File: src/rtl/seqdet_pkg.sv
// Shared definitions for the serial sequence detector: FSM state encoding
// and the default alarm duration.
package seqdet_pkg;

    // S_FILL: history not yet full, no compare; S_RUN: compare every strobe
    typedef enum logic {
        S_FILL = 1'b0,
        S_RUN  = 1'b1
    } state_t;

    // Buzzer on-time: 1 s at the 100 MHz system clock
    localparam int unsigned BUZZ_CYCLES_DEF = 100_000_000;

endpackage

File: src/rtl/seq_detector_buzz_timer.sv
// Alarm timer for the sequence detector. A loadable down-counter whose
// width is derived from BUZZ_CYCLES; the buzzer is high while it is nonzero.
// load_i starts an idle alarm, reload_i restarts a running one to full.
module buzz_timer
    import seqdet_pkg::*;
#(
    parameter int unsigned BUZZ_CYCLES = BUZZ_CYCLES_DEF
) (
    input  logic clk,
    input  logic rst,
    input  logic load_i,
    input  logic reload_i,
    input  logic clear_i,
    output logic buzzer_o
);

    localparam int TW = $clog2(BUZZ_CYCLES + 1);
    localparam logic [TW-1:0] FULL = TW'(BUZZ_CYCLES);

    logic [TW-1:0] timer_q;
    logic [TW-1:0] timer_d;

    // Next timer value: clear beats load, load beats countdown
    always_comb begin
        timer_d = timer_q;
        if (clear_i) begin
            timer_d = '0;
        end else if (load_i || reload_i) begin
            timer_d = FULL;
        end else if (timer_q != '0) begin
            timer_d = timer_q - TW'(1);
        end
    end

    // Timer register with asynchronous reset
    always_ff @(posedge clk or posedge rst) begin
        if (rst) begin
            timer_q <= '0;
        end else begin
            timer_q <= timer_d;
        end
    end

    assign buzzer_o = (timer_q != '0);

endmodule

File: src/rtl/seq_detector.sv
// Serial sequence detector. Shifts in bit_in on each bit_valid strobe,
// compares the last PAT_LEN bits against PATTERN once the history is full,
// pulses hit, counts hits (saturating) and drives a timed buzzer.
// Build option: SEQDET_OVERLAP_EN defined keeps history after a match
// (overlapping detection); undefined restarts the fill after each match.
module seq_detector
    import seqdet_pkg::*;
#(
    parameter int unsigned         PAT_LEN     = 4,
    parameter logic [PAT_LEN-1:0]  PATTERN     = 4'b1110,
    parameter int unsigned         BUZZ_CYCLES = BUZZ_CYCLES_DEF,
    parameter int unsigned         CNT_W       = 8
) (
    input  logic               clk,
    input  logic               rst,
    input  logic               bit_in,
    input  logic               bit_valid,
    input  logic               clear,
    output logic [PAT_LEN-1:0] hist,
    output logic               hit,
    output logic [CNT_W-1:0]   hit_cnt,
    output logic               buzzer
);

    localparam int FW = $clog2(PAT_LEN + 1);
    localparam logic [FW-1:0]    FILL_FULL = FW'(PAT_LEN);
    localparam logic [CNT_W-1:0] CNT_MAX   = '1;

    state_t             state_q, state_d;
    logic [PAT_LEN-1:0] hist_q, hist_d;
    logic [FW-1:0]      fill_q, fill_d;
    logic               hit_q, hit_d;
    logic [CNT_W-1:0]   hit_cnt_q, hit_cnt_d;
    logic [PAT_LEN-1:0] shifted;
    logic               full_after;
    logic               match;
    logic               buzzer_w;

    assign shifted = {hist_q[PAT_LEN-2:0], bit_in};

    // Next-state logic: clear wins over a strobe; compare only on a full history
    always_comb begin
        state_d    = state_q;
        hist_d     = hist_q;
        fill_d     = fill_q;
        hit_d      = 1'b0;
        hit_cnt_d  = hit_cnt_q;
        full_after = 1'b0;
        match      = 1'b0;
        if (clear) begin
            state_d = S_FILL;
            hist_d  = '0;
            fill_d  = '0;
        end else if (bit_valid) begin
            hist_d = shifted;
            if (fill_q != FILL_FULL) begin
                fill_d = fill_q + FW'(1);
            end
            case (state_q)
                S_FILL:  full_after = (fill_q == FILL_FULL - FW'(1));
                S_RUN:   full_after = 1'b1;
                default: full_after = 1'b0;
            endcase
            if (full_after) begin
                state_d = S_RUN;
            end
            if (full_after && (shifted == PATTERN)) begin
                match = 1'b1;
                hit_d = 1'b1;
                if (hit_cnt_q != CNT_MAX) begin
                    hit_cnt_d = hit_cnt_q + CNT_W'(1);
                end
`ifdef SEQDET_OVERLAP_EN
                state_d = S_RUN;
`else
                // Non-overlapping: next match needs PAT_LEN fresh bits
                state_d = S_FILL;
                hist_d  = '0;
                fill_d  = '0;
`endif
            end
        end
    end

    // Detector state registers with asynchronous reset
    always_ff @(posedge clk or posedge rst) begin
        if (rst) begin
            state_q   <= S_FILL;
            hist_q    <= '0;
            fill_q    <= '0;
            hit_q     <= 1'b0;
            hit_cnt_q <= '0;
        end else begin
            state_q   <= state_d;
            hist_q    <= hist_d;
            fill_q    <= fill_d;
            hit_q     <= hit_d;
            hit_cnt_q <= hit_cnt_d;
        end
    end

    buzz_timer #(
        .BUZZ_CYCLES(BUZZ_CYCLES)
    ) u_buzz_timer (
        .clk     (clk),
        .rst     (rst),
        .load_i  (match && !buzzer_w),
        .reload_i(match && buzzer_w),
        .clear_i (clear),
        .buzzer_o(buzzer_w)
    );

    assign hist    = hist_q;
    assign hit     = hit_q;
    assign hit_cnt = hit_cnt_q;
    assign buzzer  = buzzer_w;

endmodule

File: config.mk
export PLATFORM = sky130hd
export DESIGN_NAME = seq_detector
export DESIGN_NICKNAME = d
export VERILOG_FILES = /design/src/rtl/seqdet_pkg.sv /design/src/rtl/seq_detector_buzz_timer.sv /design/src/rtl/seq_detector.sv
export SDC_FILE = /design/constraint.sdc
export NUM_CORES = 1
export LEC_CHECK = 0
export ABC_AREA = 1
export BUFFER_PORTS_ARGS = -buffer_cell sky130_fd_sc_hd__buf_2
export CORE_UTILIZATION = 39
export CTS_CLUSTER_DIAMETER = 50
export DETAILED_ROUTE_END_ITERATION = 16
export HOLD_SLACK_MARGIN = 0.03
export PLACE_DENSITY_LB_ADDON = 0.25
export RECOVER_POWER = 100
export SYNTH_ARGS = -nofsm -noshare
export SYNTH_HDL_FRONTEND = slang
export SYNTH_SLANG_ARGS = --single-unit
File: constraint.sdc
create_clock -name clk -period 2.79 [get_ports clk]
set_input_delay 0.837 -clock clk [delete_from_list [all_inputs] [get_ports clk]]
set_output_delay 0.837 -clock clk [all_outputs]
set_load 0.01 [all_outputs]
# After elaboration in Yosys (flattened, before gate mapping)
# Cells that the tools add are included.
# word_totals
reg_bits,44
word_cells,48
# op_classes
muxes,20
eq_ne,4
reduce_logical,13
n_addsub,3
bitwise_logic,2
# ops
cell,n
$mux W27,3
$reduce_bool A27 Y1,1
$sub A27 B1 Y27 const B,1
$mux W3,4
$mux W4,3
$mux W1,9
$reduce_bool A3 Y1,3
$add A8 B1 Y8 const B,1
$ne A8 B8 Y1 const B,1
$eq A4 B4 Y1 const B,1
$reduce_and A2 Y1,2
$reduce_and A4 Y1,1
$add A3 B1 Y3 const B,1
$eq A3 B2 Y1 const B,1
$logic_and A1 B1 Y1,3
$ne A3 B3 Y1 const B,1
$not A1 Y1,2
$pmux W1 S2,1
$reduce_bool A2 Y1,1
$logic_not A1 Y1,1
$logic_or A1 B1 Y1,1

# Logic depth before layout (Yosys ltp)
# Gate-level depths: netlist of run 1.
# depth
word_depth,12
mapped_depth,11

# Hierarchy
# Synthesis of run 1 repeated with hierarchy kept, for this count alone.
# hier_totals
hier_cells,386
area_unflattened_um2,2707.6
# by_module_without_submodules
module,area_each_um2,n_inst,cells_per_inst,seq_area_each_um2
buzz_timer,1721.7,1,249,675.6
seq_detector,985.9,1,137,425.4

# Worst setup path after synthesis of run 1
# No wires, ideal clock.
# synth_timing
kind,reg2out
start,reg u_buzz_timer.timer_q[0]
end,out buzzer
t_required_ns,1.953
n_path_buf,0
arrival_time_ns,1.250
path_stages_with_launch,8
slack_ns,0.703
path_cell_list,dfrtp_1 -> inv_1 -> ha_1 -> nand2_2 -> nor2_4 -> nand3_4 -> nor2_8 -> inv_2
# synth_between
elab_chain_len,1
# synth_rtl
item,line,text
from (decl),seq_detector_buzz_timer.sv:20,logic [TW-1:0] timer_q;
from (signal assigned),seq_detector_buzz_timer.sv:40,timer_q <= timer_d;
$reduce_bool A27 Y1,seq_detector_buzz_timer.sv:44,assign buzzer_o = (timer_q != '0);
to (decl),seq_detector.sv:22,output logic buzzer
# No other way between the ends.

# Worst setup path after layout of run 1
# layout_timing
start,reg u_buzz_timer.timer_q[1]
end,out buzzer
# The elaborated chain is that of the path after synthesis.

==> results of run 1 <==
-- area by class of cell --
class	instances	area (sq um)
clock buffer	6	82.6
clock inverter	2	38.8
fill	660	3590
inverter	58	218
multi-input combinational	238	1290
sequential	44	1100
tap	77	96.3
timing repair buffer	20	85.1
-- flip-flops by register name, indices dropped and copies added, names as in the netlist --
signal,cells
fill_q,3
hist,4
hit,1
hit_cnt,8
state_q,1
u_buzz_timer.timer_q,27
-- Yosys cell counts --
library cell	instances
sky130_fd_sc_hd__a21oi_1	7
sky130_fd_sc_hd__a21oi_2	4
sky130_fd_sc_hd__and2_1	1
sky130_fd_sc_hd__buf_2	1
sky130_fd_sc_hd__buf_4	1
sky130_fd_sc_hd__clkbuf_1	1
sky130_fd_sc_hd__dfrtp_1	44
sky130_fd_sc_hd__ha_1	5
sky130_fd_sc_hd__inv_1	54
sky130_fd_sc_hd__inv_2	4
sky130_fd_sc_hd__nand2_1	67
sky130_fd_sc_hd__nand2_2	3
sky130_fd_sc_hd__nand2_4	3
sky130_fd_sc_hd__nand2_8	1
sky130_fd_sc_hd__nand3_1	21
sky130_fd_sc_hd__nand3_2	1
sky130_fd_sc_hd__nand3_4	1
sky130_fd_sc_hd__nand3b_1	1
sky130_fd_sc_hd__nand3b_4	1
sky130_fd_sc_hd__nand4_1	13
sky130_fd_sc_hd__nor2_1	50
sky130_fd_sc_hd__nor2_2	15
sky130_fd_sc_hd__nor2_4	4
sky130_fd_sc_hd__nor2_8	3
sky130_fd_sc_hd__nor3_1	2
sky130_fd_sc_hd__nor3_2	1
sky130_fd_sc_hd__o21a_1	1
sky130_fd_sc_hd__o21ai_0	11
sky130_fd_sc_hd__o21ai_1	4
sky130_fd_sc_hd__o21bai_1	2
sky130_fd_sc_hd__o22ai_1	2
sky130_fd_sc_hd__xnor2_1	4
sky130_fd_sc_hd__xor2_1	10
-- worst register-to-register path, delay by kind of cell (launching register included) --
kind	cells	cell delay, ps
simple gates	6	1220
flops	1	390
fa+ha+maj	2	390
compound gates	1	100
-- through the flow --
step,cell area [sq um],hold slack (ps),utilization [%],total power [W]
final,2910,500,44.8,0.00362
after global routing,2910,523,44.8,0.00401
after CTS,2990,510,46.0,0.00367
after detailed placement,2860,489,44.1,0.00313
after global placement,2860,475,44.1,0.00310
after floorplan,2680,504,-,0.00273
-- metal layers --
metal  routed length, um  GRT usage [%]
met3                 216           3.40
met1                2580           21.7
met5                   0              0
met4                  79           5.08
met2                2490           28.0
-- path summary, 6_finish.rpt --
kind                                             to  slack [ps]  cells past startpoint
setup reg to reg           u_buzz_timer.timer_q[23]         540                      9
hold / removal                              hist[3]         500                      2
setup / recovery                             buzzer         140                      8
min in group asynchronous                   hist[0]         860                      3
hold reg to reg                             hist[3]         500                      2
max in group asynchronous   u_buzz_timer.timer_q[6]        1260                      3
-- report_power, final --
group	leakage, nW	internal (W)	switching (W)
registers	0.599	0.000827	0.000171
clock network	0.0614	0.000293	0.000239
logic	0.893	0.000697	0.00139
-- kinds of logic after synthesis --
family                   after synthesis  synth area share, %
AO/OA/AOI/OAI                         31                 6.73
XOR/XNOR                              14                 4.58
adder cells (fa/ha/maj)                5                 2.34
buffers and inverters                 61                 8.73
flip-flops                            44                 41.1
AND/OR/NAND/NOR                      188                 36.5
==> run metrics, run 1 <==
largest net degree at the start of global routing 45; dominant cells by area after synthesis sky130_fd_sc_hd__dfrtp_1 (41%), sky130_fd_sc_hd__nand2_1 (9.4%), sky130_fd_sc_hd__inv_1 (7.6%); Initial DRC Count a little over 100; count of buffers inserted at the top-level ports 18; die boundary height 84.9 um; setup repair after global routing missed its margin no; crit share post-route a little over nine tenths; overall die area around 7200 sq um; flip-flop and latch count after synthesis between 40 and 50; Cell Chain, Critical Path inv_1 > ha_1 > nand2_2 > nor2_4 > nand3_4 > nor2_8 > inv_2 > buf_2; power per unit of standard cell area between 1000 and 1500 nW/um^2; drt total wl 5360 um; floorplan die width approximately 85 um; CP arrival 1810 ps; number of distinct library cells after synthesis 33; number of buffers inserted during clock tree synthesis 5; most common cell after layout, fill and taps aside sky130_fd_sc_hd__nand2_1; Worst path top cell family by delay simple AND/OR/NAND/NOR gates; peak fanout along the critical path 8; final worst slack 142 ps; Netlist Area Pre-Place 2680 sq um; overall fraction of global-route tracks in use between 15 and 20%; signed area change from the synthesized netlist to the final layout 8.55%; remaining number of nets flagged by the antenna check after routing 0; leakage power total about 1.6 nW; post-synth net total approximately 350; routed wirelength normalized by instance count roughly 12 um; highest clock rate ~380 MHz; fraction of the yosys area taken by sequential cells between 40 and 50%; run status finished clean; buffers and inverters on the worst path 3; worst reg2reg startpoint fill_q[0]; Resize count post-CTS 0; antenna diode instance count 0; launch point of the critical path u_buzz_timer.timer_q[1]; first-pass GRT wire length 9680 um; post-synthesis area per instance around 7.8 sq um; Setup CP Type register to primary output; via count of the first global-routing pass ~2,100; minimum period implied by the final worst setup slack 2650 ps; # clock sinks 44; share of cells above drive strength 1 around an eighth; worst-margin pin slew 1090 ps; top library cells by usage in the layout, fill and taps aside sky130_fd_sc_hd__nand2_1 (70), sky130_fd_sc_hd__inv_1 (55), sky130_fd_sc_hd__nor2_1 (51); DR pass1 iterations 4; required time of the critical path slightly below 2000 ps; Final Hold Violating Endpoints 0; beginning of the worst hold path hist[3]; type of element launching the critical path register; Max rail drop VDD 0.456 mV; hold bufs inserted after CTS 0; I/O pin count 19; Worst path slowest cell sky130_fd_sc_hd__dfrtp_1; initial antenna violation count 0; total gr overflow 0; vias per cell between 4 and 5; count of maximum capacitance violations 0; post-layout instance count excluding filler cells ~450; worst max-slew margin expressed relative to the limit about 28%; number of warnings printed during yosys synthesis 0; number of setup violations in the final report 0; number of placed cells counting well taps about 440; Clk pin slew, worst setup/hold paths 90 ps; number of pins with negative max-slew slack in the final report 0; initial standard-cell utilization of the core roughly two fifths; number of cells produced by synthesis between 300 and 400; TritonCTS clock tree yes; HPWL Detailed around 4000 um; root cell of the clock tree sky130_fd_sc_hd__clkbuf_8; number of rows in the core area 29; delay of the slowest critical-path stage 390 ps; Total Negative Setup Slacks 0 ps; Final Skew about 7.2 ps; clock latency on the worst-skew pair between 300 and 400 ps; Final nets roughly 380; maximum clock insertion buffer count 2; vias about 2,200; post-synth top area cell sky130_fd_sc_hd__dfrtp_1; number of buffers inserted to repair setup after CTS 0; H-tree levels 2; gpl congestion between 0.8 and 0.9; Crit. End Element primary output; pre-CTS setup slack 469 ps; share of Yosys cell area claimed by the top area cell type 41.1%; class of the most critical hold timing path register to register; DRC 0; core area between 6000 and 7000 sq um
(Power assumes the default switching activity.)
==> run 2: changes to the inputs <==
--- a/config.mk
+++ b/config.mk
@@ -7,6 +7,8 @@
 export LEC_CHECK = 0
 export ABC_AREA = 1
 export BUFFER_PORTS_ARGS = -buffer_cell sky130_fd_sc_hd__buf_2
+export CELL_PAD_IN_SITES_DETAIL_PLACEMENT = 0
+export CELL_PAD_IN_SITES_GLOBAL_PLACEMENT = 1
 export CORE_UTILIZATION = 39
 export CTS_CLUSTER_DIAMETER = 50
 export DETAILED_ROUTE_END_ITERATION = 16
==> run metrics, run 2 (same netlist as run 1, synthesis figures left out) <==
Total Negative Setup Slacks 0 ps; share of cells above drive strength 1 12.2%; number of buffers inserted during clock tree synthesis 5; root cell of the clock tree sky130_fd_sc_hd__clkbuf_8; Final Skew 3.26 ps; remaining number of nets flagged by the antenna check after routing 0; # clock sinks 44; signed area change from the synthesized netlist to the final layout 8.45%; HPWL Detailed between 4000 and 5000 um; I/O pin count 19; initial antenna violation count 0; minimum period implied by the final worst setup slack between 2000 and 3000 ps; floorplan die width between 80 and 90 um; CP arrival around 1800 ps; count of buffers inserted at the top-level ports 18; register with the most flip-flops u_buzz_timer.timer_q; drt total wl between 5000 and 6000 um; required time of the critical path approximately 2000 ps; die boundary height 84.9 um; Setup CP Type register to primary output; cell internal power dissipation around 0.0018 W; Resize count post-CTS 0; power per unit of standard cell area roughly 1200 nW/um^2; worst max-slew margin expressed relative to the limit between 40% and 50%; register area around 1100 sq um; Initial DRC Count 97; H-tree levels 2; Final nets approximately 380; largest net degree at the start of global routing 22; TritonCTS clock tree yes; Max rail drop VDD 0.435 mV; setup repair after global routing missed its margin no; routed wirelength normalized by instance count roughly 13 um; sequential share of power between 20% and 30%; proportion of power drawn by combinational gates approximately three fifths; class of the most critical hold timing path register to register; hold bufs inserted after CTS 0; maximum clock insertion buffer count 2; top library cells by usage in the layout, fill and taps aside sky130_fd_sc_hd__nand2_1 (70), sky130_fd_sc_hd__inv_1 (55), sky130_fd_sc_hd__nor2_1 (51); core area 6490 sq um; overall fraction of global-route tracks in use approximately 17%; highest clock rate roughly 380 MHz; count of maximum capacitance violations 0; total gr overflow 0; antenna diode instance count 0; peak fanout along the critical path 8; worst-margin pin slew 839 ps; switching power between 0.0015 and 0.002 W; Worst path slowest cell sky130_fd_sc_hd__dfrtp_1; delay of the slowest critical-path stage approximately 370 ps; vias per cell about 4.9; vias 2,168; overall die area 7200 sq um; most common cell after layout, fill and taps aside sky130_fd_sc_hd__nand2_1; DR pass1 iterations 4; number of rows in the core area 29; clock latency on the worst-skew pair roughly 300 ps; type of element launching the critical path register; number of setup violations in the final report 0; Crit. End Element primary output; number of buffers inserted to repair setup after CTS 0; relative contribution of the clock network to total power about 14%; crit share post-route a little over nine tenths; initial standard-cell utilization of the core roughly two fifths; Final Hold Violating Endpoints 0; share of the core filled with cells in the final layout 44.7%; multi-input gate area in the final layout between 1000 and 1500 sq um; Cell Chain, Critical Path inv_1 > ha_1 > nand2_2 > nor2_4 > nand3_4 > nor2_8 > inv_2 > buf_2; Clk pin slew, worst setup/hold paths 90 ps; Sw Ratio about 50%; first-pass GRT wire length between 9000 and 10,000 um; via count of the first global-routing pass about 2,000; leakage power total about 1.5 nW; run status finished clean; gpl congestion approximately 0.80; number of pins with negative max-slew slack in the final report 0; DRC 0; FILL cells about 680; Largest register FFs 27
## run 2: layout make-up
type                    count  area share, %
clock buffers               5           2.37
clock inverters             3           1.64
inverters                  58           7.49
multi-input cells         238           44.3
flip-flops and latches     44           37.9
well taps                  77           3.32
repair buffers             21           3.01
## run 2: per-stage QoR
| step | setup slack, ps | instances | hold WS, ps | instance area (sq um) | power [W] |
|---|---|---|---|---|---|
| 2_1_floorplan | 703 | 343 | 504 | 2680 | 0.00273 |
| 3_3_place_gp | 501 | 438 | 471 | 2870 | 0.00314 |
| 3_5_place_dp | 447 | 438 | 480 | 2870 | 0.00316 |
| 4_1_cts | 107 | 446 | 502 | 2990 | 0.00368 |
| 5_1_grt | 6.28 | 446 | 523 | 2910 | 0.00397 |
| 6_report | 144 | 446 | 501 | 2910 | 0.00361 |
## run 2: power groups by stage
stage	clock network [W]	registers (W)	logic [W]
global placement	0	0.00101	0.00213
CTS	0.000527	0.000997	0.00216
floorplan	0	0.000962	0.00177
detailed placement	0	0.00101	0.00215
global route	0.000552	0.00103	0.00239
finish	0.000514	0.000995	0.00210
## run 2: final timing paths
| path | cells after the start | slack [ps] | end | startpoint |
|---|---|---|---|---|
| worst max-delay path | 8 | 140 | buzzer | u_buzz_timer.timer_q[0] |
| worst min-delay path | 2 | 500 | hist[3] | hist[3] |
| worst max register to register | 9 | 470 | u_buzz_timer.timer_q[16] | fill_q[0] |
| worst min register to register | 2 | 500 | hist[3] | hist[3] |
| max in group asynchronous | 3 | 870 | u_buzz_timer.timer_q[3] | rst |
| min in group asynchronous | 2 | 690 | hist[0] | rst |
## run 2: worst max-delay path, delay by kind of cell, from the launching register on
| family | cells | cell delay (ps) |
|---|---|---|
| adders and majority gates | 1 | 210 |
| buffers and inverters | 3 | 360 |
| and+or+nand+nor | 4 | 570 |
| DFF | 1 | 370 |
## run 2: per-layer routing
metal | global-route usage [%] | part of all wire (%) | vias to the layer above
met5 | 0 | 0 | -
met4 | 3.24 | 0.64 | 0
met3 | 2.92 | 2.9 | 4
met2 | 28.1 | 46 | 28
met1 | 24.0 | 50 | 1014
li1 | - | - | 1122
